**config.mk**
```make
export PLATFORM = sky130hd
export DESIGN_NAME = seg7_scan_mux
export DESIGN_NICKNAME = d
export VERILOG_FILES = /design/src/rtl/seg7_pkg.sv /design/src/rtl/seg7_hex_decode.sv /design/src/rtl/seg7_scan_mux.sv
export SDC_FILE = /design/constraint.sdc
export NUM_CORES = 1
export LEC_CHECK = 0
export CAP_MARGIN = 5
export CORE_MARGIN = 3
export CORE_UTILIZATION = 25
export CTS_CLUSTER_SIZE = 12
export DETAILED_ROUTE_END_ITERATION = 16
export GPL_TIMING_DRIVEN = 0
export PLACE_DENSITY = 0.45
export RECOVER_POWER = 100
export SYNTH_ARGS = -nofsm -noshare
export SYNTH_HDL_FRONTEND = slang
export SYNTH_HIERARCHICAL = 1
export SYNTH_SLANG_ARGS = --single-unit
```
**constraint.sdc**
```tcl
create_clock -name clk -period 2.9 [get_ports clk]
set_input_delay 0.87 -clock clk [delete_from_list [all_inputs] [get_ports clk]]
set_output_delay 0.87 -clock clk [all_outputs]
set_load 0.05 [all_outputs]
```
**src/rtl/seg7_pkg.sv**
```systemverilog
// Shared constants and helpers for the multiplexed 7-segment display driver.
package seg7_pkg;

    localparam logic [7:0] SEG_BLANK     = 8'hFF;
    localparam int unsigned BLINK_HALF_MS = 250;

    // Active-low segment patterns, entry n is hex digit n (bit 7 = dp off)
    localparam logic [15:0][7:0] HEX_SEG = {
        8'h8E, 8'h86, 8'hA1, 8'hC6, 8'h83, 8'h88, 8'h90, 8'h80,
        8'hF8, 8'h82, 8'h92, 8'h99, 8'hB0, 8'hA4, 8'hF9, 8'hC0
    };

    function automatic logic [7:0] an_mask(input int unsigned idx,
                                           input int unsigned ndig,
                                           input bit          active_low);
        logic [7:0] m;
        m = '0;
        for (int unsigned i = 0; i < 8; i++) begin
            if (i < ndig && i == idx) m[i] = 1'b1;
        end
        return active_low ? ~m : m;
    endfunction

endpackage

```
**src/rtl/seg7_hex_decode.sv**
```systemverilog
// Combinational hex nibble to active-low g..a segment decode.
module seg7_hex_decode
    import seg7_pkg::*;
(
    input  logic [3:0] nib,
    output logic [6:0] seg
);

    always_comb begin
        seg = HEX_SEG[nib][6:0];
    end

endmodule

```
**src/rtl/seg7_scan_mux.sv**
```systemverilog
// Multiplexed NDIG-digit 7-segment driver with frame latch, leading-zero blanking and PWM.
// Optional blinking per digit is enabled by defining SEG7_BLINK_EN.
module seg7_scan_mux
    import seg7_pkg::*;
#(
    parameter int unsigned NDIG          = 4,
    parameter int unsigned PWM_BITS      = 3,
    parameter bit          AN_ACTIVE_LOW = 1'b1
) (
    input  logic                  clk,
    input  logic                  R,
    input  logic                  ce1ms,
    input  logic [4*NDIG-1:0]     dat,
    input  logic [NDIG-1:0]       dp,
    input  logic                  blank_lz,
    input  logic [PWM_BITS-1:0]   bright,
`ifdef SEG7_BLINK_EN
    input  logic [NDIG-1:0]       blink,
`endif
    output logic [NDIG-1:0]       AN,
    output logic [7:0]            SEG
);

    localparam int unsigned    IW     = $clog2(NDIG);
    localparam logic [NDIG-1:0] AN_OFF = AN_ACTIVE_LOW ? '1 : '0;

    logic [IW-1:0]       idx;
    logic [PWM_BITS-1:0] pwm_cnt;
    logic [4*NDIG-1:0]   dat_l;
    logic [NDIG-1:0]     dp_l;
    logic                wrap;

    assign wrap = ce1ms && (idx == IW'(NDIG - 1));

    // The whole frame is latched only as the scan wraps, so one scan never mixes two frames
    always_ff @(posedge clk) begin
        if (R) begin
            idx     <= '0;
            pwm_cnt <= '0;
            dat_l   <= '0;
            dp_l    <= '0;
        end else begin
            pwm_cnt <= pwm_cnt + 1'b1;
            if (wrap) begin
                idx   <= '0;
                dat_l <= dat;
                dp_l  <= dp;
            end else if (ce1ms) begin
                idx <= idx + 1'b1;
            end
        end
    end

    logic [NDIG-1:0] blink_mask;

`ifdef SEG7_BLINK_EN
    logic [7:0] blink_cnt;
    logic       blink_phase;

    always_ff @(posedge clk) begin
        if (R) begin
            blink_cnt   <= '0;
            blink_phase <= 1'b0;
        end else if (ce1ms) begin
            if (blink_cnt == 8'(BLINK_HALF_MS - 1)) begin
                blink_cnt   <= '0;
                blink_phase <= ~blink_phase;
            end else begin
                blink_cnt <= blink_cnt + 1'b1;
            end
        end
    end

    always_comb begin
        blink_mask = blink_phase ? blink : '0;
    end
`else
    always_comb begin
        blink_mask = '0;
    end
`endif

    logic [NDIG-1:0] lz_blank;
    logic            zero_above;
    logic [3:0]      nib;
    logic            dp_cur;
    logic            blanked;
    logic            lit;
    logic [6:0]      seg_g2a;

    // Digit k is a leading zero when it and every digit above it are zero; digit 0 never blanks
    always_comb begin
        lz_blank   = '0;
        zero_above = 1'b1;
        for (int unsigned k = NDIG - 1; k >= 1; k--) begin
            zero_above  = zero_above & (dat_l[4*k +: 4] == 4'h0);
            lz_blank[k] = blank_lz & zero_above;
        end
    end

    always_comb begin
        nib     = '0;
        dp_cur  = 1'b0;
        blanked = 1'b0;
        for (int unsigned k = 0; k < NDIG; k++) begin
            if (idx == IW'(k)) begin
                nib     = dat_l[4*k +: 4];
                dp_cur  = dp_l[k];
                blanked = lz_blank[k] | blink_mask[k];
            end
        end
        lit = (bright == '1) || (pwm_cnt < bright);
    end

    seg7_hex_decode u_hex (
        .nib (nib),
        .seg (seg_g2a)
    );

    always_ff @(posedge clk) begin
        if (R) begin
            AN  <= AN_OFF;
            SEG <= SEG_BLANK;
        end else if (lit && !blanked) begin
            AN  <= NDIG'(an_mask(32'(idx), NDIG, AN_ACTIVE_LOW));
            SEG <= {~dp_cur, seg_g2a};
        end else begin
            AN  <= AN_OFF;
            SEG <= SEG_BLANK;
        end
    end

endmodule
```
==> results of run 1 <==
logic make-up (layout without fill, tap and decap cells):
| logic type | Yosys count | count (layout) | synth area share (%) |
|---|---|---|---|
| mux | 7 | 7 | 4.70 |
| fa+ha+maj | 14 | 14 | 9.41 |
| compound gates | 42 | 42 | 14.0 |
| xor+xnor | 1 | 1 | 0.471 |
| flops | 37 | 37 | 39.8 |
| simple gates | 97 | 97 | 25.7 |
| buf+inv | 24 | 67 | 5.91 |
power by group through the flow:
stage / Clock, mW / Sequential, mW / Combinational [mW]
after global routing: 0.415 / 0.550 / 0.321
final: 0.374 / 0.545 / 0.292
after CTS: 0.389 / 0.547 / 0.302
after global placement: 0 / 0.559 / 0.296
after detailed placement: 0 / 0.559 / 0.298
after floorplan: 0 / 0.628 / 0.125
repair_timing:
| item | in CTS | in global routing |
|---|---|---|
| resized for setup | 4 | 3 |
| hold buffers | 0 | 0 |
| hold endpoints to repair | 0 | 0 |
| endpoints found under the setup margin | 5 | 3 |
| pin swaps | 1 | 0 |
| buffers inserted | 1 | 0 |
cell usage in the layout (no fill, tap or decap), types with 3 or more instances in the layout:
master | Yosys | layout
a21oi_1 | 24 | 24
a221oi_1 | 4 | 4
a22o_1 | 3 | 3
buf_2 | 4 | 3
clkbuf_1 | 9 | 7
clkbuf_8 | 0 | 6
clkdlybuf4s50_1 | 0 | 23
dfxtp_1 | 37 | 37
dlygate4sd3_1 | 0 | 14
ha_1 | 14 | 12
inv_1 | 8 | 8
mux2i_1 | 5 | 5
nand2_1 | 49 | 49
nand3_1 | 8 | 8
nand4b_2 | 3 | 3
nor2_1 | 17 | 17
nor2b_1 | 10 | 10
o21ai_0 | 3 | 3
routing by layer:
metal | GRT usage (%) | share of wire (%) | vias to the layer above
met5 | 0 | 0 | -
met4 | 2.23 | 0.87 | 0
met3 | 3.49 | 4.7 | 4
met2 | 16.7 | 45 | 30
met1 | 14.1 | 49 | 696
li1 | - | - | 834
worst register-to-register path, stage by stage (launching register included):
cell	delay, ns
dfxtp_1	0.41
ha_2	0.35
nor2b_1	0.08
a221oi_1	0.46
o31ai_4	0.14
inv_1	0.16
ha_1	0.19
and2b_2	0.23
or3b_1	0.36
o21ai_0	0.07
nor2_1	0.05
nand3_1	0.10
cell type report:
type,instances,area share [%]
Buffer,13,2.79
Clock buffer,6,3.35
Clock inverter,2,0.558
Inverter,8,1.22
Multi-Input combinational cell,161,41.9
Sequential cell,37,30.0
Tap cell,96,4.87
Timing Repair Buffer,38,15.3
final timing paths:
| kind | endpoint | slack (ns) |
|---|---|---|
| max | SEG[0] | 0.23 |
| min | pwm_cnt[0] | 0.45 |
| max reg2reg | SEG[0] | 0.23 |
| min reg2reg | pwm_cnt[0] | 0.45 |
flip-flops by register name, summed over array words and instances (netlist names):
signal and count:
dat_l 16, pwm_cnt 3, AN 4, idx 2, SEG 8, dp_l 4
==> flow_metrics.env, run 1 <==
export IMPL_outcome="complete, no violations"
export IMPL_cts_tree="built"
export IMPL_fmax_ghz=0.375
export IMPL_yosysTopAreaCellShare_pct=39.8
export IMPL_clkTransAtPathRegs_ns=0.08
export IMPL_ff_latch_area_sq_um=741
export IMPL_vdd_ir_drop_max_v=0.000207
export IMPL_wl_um=4150
export IMPL_slowest_delay_ns=0.46
export IMPL_coreArea_sq_mm=0.00702
export IMPL_rr_startpoint="idx[0]"
export IMPL_finalPower_mw=1.21
export IMPL_syn2layout_area_growth_pct=32.6
export IMPL_internal_power_mw=0.849
export IMPL_yosys_top_cells_count="nand2_1 (49), dfxtp_1 (37), a21oi_1 (24)"
export IMPL_finalCritPeriodShare_pct=91.9
export IMPL_setup_slack_ns=0.234
export IMPL_htree_levels=2
export IMPL_drt_iter0_drc=60
export IMPL_design_portCount=39
export IMPL_cp_max_fo=12
export IMPL_r2r_cells=11
export IMPL_synth_fp_nets=263
export IMPL_fillers=780
export IMPL_syn_area_per_cell_sq_um=8.39
export IMPL_portBuffers=37
export IMPL_cpLargestDelayFamily="simple AND/OR/NAND/NOR gates"
export IMPL_fin_nets=305
export IMPL_dp_slack_ns=-0.403
export IMPL_fin_worst_skew_ns=0.00754
export IMPL_setup_violations=0
export IMPL_hpwl_um=3250
export IMPL_die_h_um=92.3
export IMPL_synthCells=222
export IMPL_antenna_found_initial=0
export IMPL_crit_buf_inv=1
export IMPL_hold_class="register to register"
export IMPL_combPwrFrac_pct=24.1
export IMPL_synth_seq_area_share_pct=39.8
export IMPL_cp_depth=11
export IMPL_ant_nets=0
export IMPL_setup_tns_ns=0
export IMPL_overflow=0
export IMPL_power_share_clock_pct=30.9
export IMPL_rsz0062_at_grt="no"
export IMPL_p_switching_mw=0.362
export IMPL_critical_path_cell_chain="ha_2 > nor2b_1 > a221oi_1 > o31ai_4 > inv_1 > ha_1 > and2b_2 > or3b_1 > o21ai_0 > nor2_1 > nand3_1"
export IMPL_wl_per_cell_um=11.5
export IMPL_yosys_area_top_type="dfxtp_1"
export IMPL_layout_cells_non_filler=361
export IMPL_yosysUniqueCellTypes=32
export IMPL_drt_pass1_iterations=4
export IMPL_ys_ff_latch=37
export IMPL_globalplace_congestion=0.724
export IMPL_report_final_slew_viol_count=0
export IMPL_cts_sinks=37
export IMPL_worst_slew_pin_transition_ns=0.539
export IMPL_synth_edf_count=0
export IMPL_syn_area_sq_mm=0.00186
export IMPL_dpl_cell_count=355
export IMPL_critPathLaunchType="register"
export IMPL_viasPerCell=4.33
export IMPL_async_flop_share_pct=0
export IMPL_clk_latency_ns=0.29
export IMPL_num_rows=30
export IMPL_cap_viol_max_count=0
export IMPL_drc_errors=0
export IMPL_whs_path_depth=1
export IMPL_finalHoldViolations=0
export IMPL_cts_buffers_inserted=5
export IMPL_ys_flop_type="dfxtp_1"
export IMPL_dpl_cell_area_sq_mm=0.00235
export IMPL_clk_path_buf_depth=2
export IMPL_root_buffer="clkbuf_8"
export IMPL_multi_input_area_sq_mm=0.00103
export IMPL_start_util_pct=26.5
export IMPL_antenna_cells=0
export IMPL_drive_gt1_share_pct=9.81
export IMPL_die_w_um=92.3
export IMPL_startpoint="idx[0]"
export IMPL_synth_most_common_cell="nand2_1"
export IMPL_fin_crit_ns=2.67
export IMPL_synth_top_cells_by_area="dfxtp_1 (40%), nand2_1 (9.9%), ha_1 (9.4%)"
export IMPL_min_delay_start="pwm_cnt[0]"
export IMPL_grt_pass1_wl_um=7150
export IMPL_arrival_ns=2.89
export IMPL_seq_power_share_pct=45.0
export IMPL_final_cell_area_sq_mm=0.00247
export IMPL_grt_pass1_vias=1487
export IMPL_critPathKind="register to register"
export IMPL_cpMaxStageDelayCell="a221oi_1"
export IMPL_endpoint_kind="register"
export IMPL_pwr_density_cell_mw_per_mm2=491
export IMPL_track_usage_pct=10.6
export IMPL_vias=1564
export IMPL_leakagePower_nw=0.909
export IMPL_cp_required_ns=3.12
export IMPL_grt_max_degree=13
export IMPL_switching_share_pct=29.9
export IMPL_fp_dieArea_sq_mm=0.00852
export IMPL_synth_warnings=6
export IMPL_relSlewSlack_pct=64.1
export IMPL_fin_hold_ws_ns=0.452
export IMPL_fin_util_pct=35.2
Note: power is estimated with default switching activity, not from simulation.
==> inputs of run 2 (changes only) <==
Settings changed: CORE_UTILIZATION 25 to 45, PLACE_DENSITY 0.45 to default, PLACE_DENSITY_LB_ADDON from default to 0.3.
==> flow_metrics.env, run 2 (synthesis gave the netlist of run 1 again) <==
export IMPL_vias=1588
export IMPL_layout_common_cells="nand2_1 (49), dfxtp_1 (37), a21oi_1 (24), clkdlybuf4s50_1 (23), nor2_1 (17)"
export IMPL_report_final_slew_viol_count=0
export IMPL_root_buffer="clkbuf_8"
export IMPL_cpMaxStageDelayCell="mux4_1"
export IMPL_coreArea_sq_mm=0.00383
export IMPL_cts_sinks=37
export IMPL_portBuffers=37
export IMPL_antenna_cells=0
export IMPL_seq_power_share_pct=44.3
export IMPL_vdd_ir_drop_max_v=0.000326
export IMPL_pwr_density_cell_mw_per_mm2=501
export IMPL_critPathLaunchType="register"
export IMPL_track_usage_pct=16.6
export IMPL_fin_util_pct=64.4
export IMPL_final_common_cell="nand2_1"
export IMPL_fp_dieArea_sq_mm=0.00494
export IMPL_design_portCount=39
export IMPL_fin_nets=310
export IMPL_die_w_um=70.3
export IMPL_critPathKind="register to register"
export IMPL_htree_levels=2
export IMPL_num_rows=22
export IMPL_p_switching_mw=0.357
export IMPL_grt_busiest_layer="met2"
export IMPL_grt_max_degree=12
export IMPL_syn2layout_area_growth_pct=32.3
export IMPL_worst_slew_pin_transition_ns=0.506
export IMPL_largest_register_ffs=16
export IMPL_fmax_ghz=0.368
export IMPL_finalHoldViolations=0
export IMPL_wl_per_cell_um=12.1
export IMPL_cap_viol_max_count=0
export IMPL_wl_um=3840
export IMPL_antenna_found_initial=0
export IMPL_dpl_cell_area_sq_mm=0.00229
export IMPL_hpwl_um=2880
export IMPL_die_h_um=70.3
export IMPL_drc_errors=0
export IMPL_cp_required_ns=3.07
export IMPL_combPwrFrac_pct=24.3
export IMPL_cp_max_fo=10
export IMPL_clkTransAtPathRegs_ns=0.07
export IMPL_arrival_ns=2.89
export IMPL_viasPerCell=4.99
export IMPL_relSlewSlack_pct=66.0
export IMPL_start_util_pct=48.7
export IMPL_leakagePower_nw=0.946
export IMPL_drt_pass1_iterations=4
export IMPL_drt_iter0_drc=78
export IMPL_grtUsageMet3_pct=3.88
export IMPL_hold_class="register to register"
export IMPL_ant_nets=0
export IMPL_switching_share_pct=28.9
export IMPL_outcome="complete, no violations"
export IMPL_grt_pass1_vias=1520
export IMPL_cts_tree="built"
export IMPL_globalplace_congestion=0.858
export IMPL_fin_crit_ns=2.72
export IMPL_endpoint_kind="register"
export IMPL_grt_pass1_wl_um=6590
export IMPL_fillers=368
export IMPL_cts_hold_buf=0
export IMPL_clk_path_buf_depth=2
export IMPL_grtUsageMet2_pct=26.9
export IMPL_setup_tns_ns=0
export IMPL_power_share_clock_pct=31.4
export IMPL_slowest_delay_ns=0.49
export IMPL_critical_path_cell_chain="inv_1 > ha_1 > clkbuf_2 > nor2b_1 > a221oi_2 > o31ai_4 > inv_1 > ha_1 > inv_1 > mux4_1 > nor2_1 > nand3_1"
export IMPL_drive_gt1_share_pct=11.9
export IMPL_top_register="dat_l"
export IMPL_gr_usage_met1_pct=20.8
export IMPL_fin_worst_skew_ns=0.00566
export IMPL_overflow=0
export IMPL_setup_violations=0
export IMPL_final_cell_area_sq_mm=0.00246
export IMPL_cp_common_cell="inv_1"
export IMPL_cts_buffers_inserted=5
export IMPL_clk_latency_ns=0.29
export IMPL_finalCritPeriodShare_pct=93.8
export IMPL_reg_top3="dat_l x16, SEG x8"
export IMPL_internal_power_mw=0.876
[run 2: worst paths after layout]
| check | startpoint | to | slack [ns] | cells after the start |
|---|---|---|---|---|
| max | idx[1] | SEG[3] | 0.18 | 12 |
| min | pwm_cnt[0] | pwm_cnt[0] | 0.44 | 1 |
| max reg2reg | idx[1] | SEG[3] | 0.18 | 12 |
| min reg2reg | pwm_cnt[0] | pwm_cnt[0] | 0.44 | 1 |
[run 2: critical path: cells and delay by family (launching register included)]
family | cells | cell delay (ns)
mux | 1 | 0.49
buf+inv | 4 | 0.49
simple gates | 3 | 0.35
fa+ha+maj | 2 | 0.51
compound gates | 2 | 0.40
flops | 1 | 0.35
[run 2: metal layers]
metal / routed length [um] / share of wire [%]
met5: 0 / 0
met4: 82 / 2.1
met3: 176 / 4.6
met2: 1860 / 48
met1: 1720 / 45
[run 2: repair_timing]
action                                  CTS  global route
gates resized for setup                   6             5
setup buffers                             0             4
pin swaps                                 0             2
endpoints found under the setup margin    5             5
[run 2: cell type report]
class | count | area, sq um | area share, %
clock buffers | 7 | 96.3 | 3.91
clock inverters | 1 | 5.00 | 0.203
multi-input cells | 161 | 1050 | 42.7
well taps | 48 | 60.1 | 2.44
flip-flops and latches | 37 | 741 | 30.1
inverters | 8 | 30.0 | 1.22
repair buffers | 41 | 400 | 16.3
plain buffers | 15 | 78.8 | 3.20
[run 2: metrics by stage]
step                      std cells  power, mW  hold slack, ns  setup WS (ns)
after floorplan                 222      0.753           0.412         0.0836
after global placement          307      0.848           0.429         -0.253
after detailed placement        307      0.855           0.439         -0.348
after CTS                       315       1.25           0.449         0.0309
after global routing            318       1.29           0.483        -0.0692
final                           318       1.23           0.441          0.180
[run 2: power by group through the flow]
| stage | Combinational (mW) | Sequential (mW) | Clock, mW |
|---|---|---|---|
| after detailed placement | 0.296 | 0.559 | 0 |
| after global placement | 0.290 | 0.558 | 0 |
| after floorplan | 0.125 | 0.628 | 0 |
| final | 0.300 | 0.546 | 0.387 |
| after global routing | 0.329 | 0.550 | 0.415 |
| after CTS | 0.302 | 0.547 | 0.397 |
